[src/rtl/data_out_8_to_64.sv]
`default_nettype none
// +--------------------------------------------------------------------+
// | data_out_8_to_64 : assembles eight strobed bytes, MSB first, into  |
// |                    one registered 64-bit word with a done pulse.   |
// | Revision: 1.0                                                      |
// +--------------------------------------------------------------------+
module data_out_8_to_64 (
  input  logic        clk,
  input  logic        rst_n,
  input  logic [7:0]  data_8,
  input  logic        data_out_enable,
  output logic [63:0] data_64,
  output logic        data_out_done
);

  localparam logic [2:0] c_LAST_BYTE = 3'd7;

  logic        r_en_d;
  logic [2:0]  r_cnt;
  logic [55:0] r_buf;
  logic [63:0] r_data_64;
  logic        r_done;
  logic        w_capture;

  // A strobe of any length yields exactly one capture on its first high cycle.
  assign w_capture = data_out_enable & ~r_en_d;

  always_ff @(posedge clk) begin
    if (!rst_n) begin
      r_en_d    <= 1'b0;
      r_cnt     <= 3'd0;
      r_buf     <= 56'd0;
      r_data_64 <= 64'd0;
      r_done    <= 1'b0;
    end else begin
      r_en_d <= data_out_enable;
      r_done <= 1'b0;
      if (w_capture) begin
        r_buf <= {r_buf[47:0], data_8};
        if (r_cnt == c_LAST_BYTE) begin
          r_data_64 <= {r_buf, data_8};
          r_done    <= 1'b1;
          r_cnt     <= 3'd0;
        end else begin
          r_cnt <= r_cnt + 3'd1;
        end
      end
    end
  end

  assign data_64       = r_data_64;
  assign data_out_done = r_done;

endmodule
`default_nettype wire

[config.mk]
export PLATFORM = sky130hd
export DESIGN_NAME = data_out_8_to_64
export DESIGN_NICKNAME = d
export VERILOG_FILES = /design/src/rtl/data_out_8_to_64.sv
export SDC_FILE = /design/constraint.sdc
export NUM_CORES = 1
export LEC_CHECK = 0
export ABC_AREA = 0
export CAP_MARGIN = 5
export CORE_ASPECT_RATIO = 0.75
export CORE_MARGIN = 3
export CORE_UTILIZATION = 55
export DETAILED_ROUTE_END_ITERATION = 8
export GPL_TIMING_DRIVEN = 0
export PLACE_DENSITY_LB_ADDON = 0.2
export SLEW_MARGIN = 10
export SYNTH_ARGS = -nofsm -noshare
export SYNTH_HDL_FRONTEND = slang
export SYNTH_SLANG_ARGS = --single-unit
export TNS_END_PERCENT = 30
[constraint.sdc]
create_clock -name clk -period 2.41 [get_ports clk]
set_input_delay 0.6025 -clock clk [delete_from_list [all_inputs] [get_ports clk]]
set_output_delay 0.6025 -clock clk [all_outputs]
set_load 0.005 [all_outputs]
# After elaboration in Yosys (flattened, before gate mapping)
# Index checks and enable logic that the tools add are counted.
[word_totals]
input_bits = 11
reg_bits = 125
word_cells = 13
output_inout_bits = 65
[op_classes]
eq_ne = 1
addsub = 1
bitwise = 2
n_mux = 2
n_reduce_logical = 2
[ops]
columns = ["operator", "count"]
rows = [
  ["2-bit AND reduction", 2],
  ["3-bit by 1-bit adder with 3-bit output, second input constant", 1],
  ["3-bit equality test, second input constant", 1],
  ["3-bit two-way mux", 1],
  ["1-bit bitwise AND", 1],
  ["1-bit two-way mux", 1],
  ["1-bit inverter", 1],
]

# Longest topological paths before layout
[logic_depth]
depth_word = 3
depth_mapped = 7
mapped_depth_nobuf = 5

# Least setup slack after synthesis
# OpenSTA, ideal clock, no wires.
[synth_path]
kind = "input -> register"
from = "in rst_n"
to = "reg r_data_64[37], in the netlist data_64[37]"
path_stages = 5
setup_ns = 0.059
path_buffers = 3
arrival_ns = 1.360
setup_slack_ns = 0.991
required_time_ns = 2.351
cell_sequence = "buf_2 buf_2 buf_1 nand3_1 nand2_1"
[synth_lines]
columns = ["element", "line_no", "source"]
rows = [
  ["from (decl)", "9", "input logic rst_n,"],
  ["to (signal assigned)", "41", "r_data_64 <= {r_buf, data_8};"],
  ["to (decl)", "21", "logic [63:0] r_data_64;"],
]

# Worst setup path after layout
[layout_path]
from = "reg r_data_64[21], in the netlist data_64[21]"
to = "out data_64[21]"
[layout_lines]
columns = ["element", "line_no", "source"]
rows = [
  ["to (decl)", "12", "output logic [63:0] data_64,"],
]
# No word-level cell between the ends.

==> impl_results.md <==
* Worst-margin pin slew at 0.477 ns
* Number of buffers created by CTS at 17
* CP delay by family, top: buffers and inverters
* Peak supply drop at 0.474 mV
* Max incr delay on CP at 0.53 ns
* Total die area at 0.00944 mm^2
* Register area share after synthesis at 54.8%
* Clk buf depth at 2
* Worst Path Buf+Inv at 1
* All-Layer GR Usage at 24.5%
* Most common flop cell mapped by yosys: dfxtp_1
* Nets at 656
* Largest net degree at the start of global routing at 17
* Syn nets at 563
* Drt first pass iters at 5
* Final period util at 82.6%
* Sequential share of power at 44.0%
* MaxCap Viol Count at 0
* Clock Power Share at 52.6%
* Final setup violation count at 0
* Die height at 84.9 um
* Routed Antenna Nets at 0
* Top-area cell type share of the netlist area at 54.8%
* Mapped Avg Cell Area at 8.30 um^2
* Syn. warnings at 0
* Area leader, netlist: dfxtp_1
* Critical Path End Type: output port
* Top cells by instance count after synthesis: nand2_1 (180), nand3_1 (128), dfxtp_1 (125)
* Final worst path period need at 1.99 ns
* N_diodes at 0
* Fmax at 0.502 GHz
* Vias at 4080
* Port-buffer cells at 74
* Combinational power share at 3.4%
* Synth area leaders: dfxtp_1 (55%), nand2_1 (15%), nand3_1 (14%)
* Hold buffer count at cts at 0
* # fillers at 609
* Gr ovfl total at 0
* Ratio of cells with drive above 1 in the final layout at 8.09%
* CTS tree: built
* Fin. Hold Viols at 0
* Root buffer cell: clkbuf_8
* Leak at 2.43 nW
* Placer Congestion at 0.785
* Post CTS Setup Buffer Count at 0
* Reg clk slew, reported paths at 0.06 ns
* Type of the most critical hold path: flop to flop
* Number of synthesized register bits at 125
* Final Cell Area at 0.00602 mm^2
* Worst path slowest cell: clkdlybuf4s50_1
* EDFF count, synth at 0
* Count of cell types in the netlist at 18
* Flip-flop and latch area at 0.00250 mm^2
* Clk sinks at 125
* Antenna violations before repair at 0
* Setup TNS at 0 ns
* Vias in the first global route at 3971
* CP Cell Sequence: clkdlybuf4s50_1
* Post-synth ARST share at 0%
* Post-CTS Resized at 0
* Top fanout value on the critical path at 2
* Required time of the critical path at 1.81 ns
* Sw Pwr at 1.01 mW
* CP arrival at 1.39 ns
* Place WS at 0.294 ns
* Pwr per Cell Area at 792 mW/mm^2
* Slew Limit Fails at 0
* CTS HTree Levels at 4
* Area delta synth->final at 32.0%
* DP Wirelength at 7550 um
* Worst slew margin at 68.2%
* Sw Share at 21.2%
* Internal power at 3.76 mW
* RSZ-0062 raised after global routing: false
* Clk_lat worst skew at 0.51 ns
* Post-Route WL at 11200 um
* Initial core utilization at 57.1%
* Netlist Area Pre-Place at 0.00456 mm^2
* Row count at 28
* Setup crit start kind: flop
* Die width at 111 um
* PnR worst setup slack at 0.418 ns
* Outcome: completed
* Count leader, synth: nand2_1
* Area of the multi-input gates at 0.00184 mm^2
* First-pass GRT wire length at 18900 um
* Ports at 76
* Iter 0 DRT Violations at 287
* Overall power at 4.77 mW
* Routed length per placed instance at 14.7 um
* Post-DP Area at 0.00544 mm^2
* DRC at 0
* Core Region at 0.00799 mm^2
* Post-synthesis cell count at 550
* Worst clock skew at 0.00833 ns
* Vias/cell at 5.37
* Critical path type: flop to output port
==> metrics by stage <==
step,utilization [%],cells,hold WS [ns]
after floorplan,-,550,0.434
after global placement,68.0,729,0.437
after detailed placement,68.0,729,0.442
after CTS,75.4,760,0.450
after global routing,75.4,760,0.465
final,75.4,760,0.446
==> worst paths after layout <==
check                                  from     endpoint  slack, ns  depth (start not counted)
worst max-delay path            data_64[21]  data_64[21]       0.42                          1
worst min-delay path            data_64[15]  data_64[15]       0.45                          2
worst max register to register     r_cnt[0]  data_64[46]       0.63                          7
worst min register to register  data_64[15]  data_64[15]       0.45                          2
==> worst min-delay path, delay by kind of cell, from the launching register on <==
| family | cells | cell delay (ns) |
|---|---|---|
| DFF | 1 | 0.30 |
| and+or+nand+nor | 2 | 0.10 |
==> registers in the layout, indices dropped and copies added (netlist names) <==
register,cells
data_64,64
data_out_done,1
r_buf,56
r_cnt,3
r_en_d,1
==> cell usage in the layout, fill, tap and decap left out <==
cell type,count
mux2i_1,1
clkinvlp_4,2
nand2b_1,1
buf_2,19
clkbuf_1,23
clkinv_2,4
ha_1,2
nor2b_1,2
nand2_1,180
bufinv_16,3
clkbuf_8,3
dfxtp_1,125
clkdlybuf4s50_1,74
nand3b_1,1
nand3_1,128
clkinv_4,2
nor2_1,1
buf_4,3
buf_1,3
a21boi_0,47
and3b_1,1
a21boi_1,11
buf_6,1
and2_1,2
clkbuf_16,16
==> power groups by stage <==
| stage | sequential (mW) | combinational, mW | clock (mW) |
|---|---|---|---|
| 6_report | 2.10 | 0.163 | 2.51 |
| 3_5_place_dp | 2.14 | 0.158 | 0 |
| 2_1_floorplan | 2.14 | 0.109 | 0 |
| 5_1_grt | 2.10 | 0.181 | 2.63 |
| 4_1_cts | 2.10 | 0.162 | 2.52 |
| 3_3_place_gp | 2.14 | 0.154 | 0 |
==> area by class of cell <==
type / instances / share of cell area [%]
clock inverter: 11 / 2.37
buffer: 48 / 3.70
multi-input combinational: 377 / 30.5
clock buffer: 20 / 7.40
sequential: 125 / 41.5
tap: 105 / 2.18
timing repair buffer: 74 / 12.3
==> cell families after synthesis <==
group | after synthesis | synth area share, %
AO/OA/AOI/OAI | 58 | 9.54
adder cells (fa/ha/maj) | 2 | 0.548
buffers and inverters | 48 | 4.88
flip-flops | 125 | 54.8
multiplexers | 1 | 0.219
AND/OR/NAND/NOR | 316 | 30.0
==> metal layers <==
layer / GRT usage (%) / up-vias / routed length, um
li1: - / 2008 / -
met1: 32.9 / 1927 / 4990
met5: 0 / - / 0
met4: 8.29 / 0 / 143
met3: 5.63 / 20 / 822
met2: 39.6 / 125 / 5210
(Power assumes the default switching activity.)
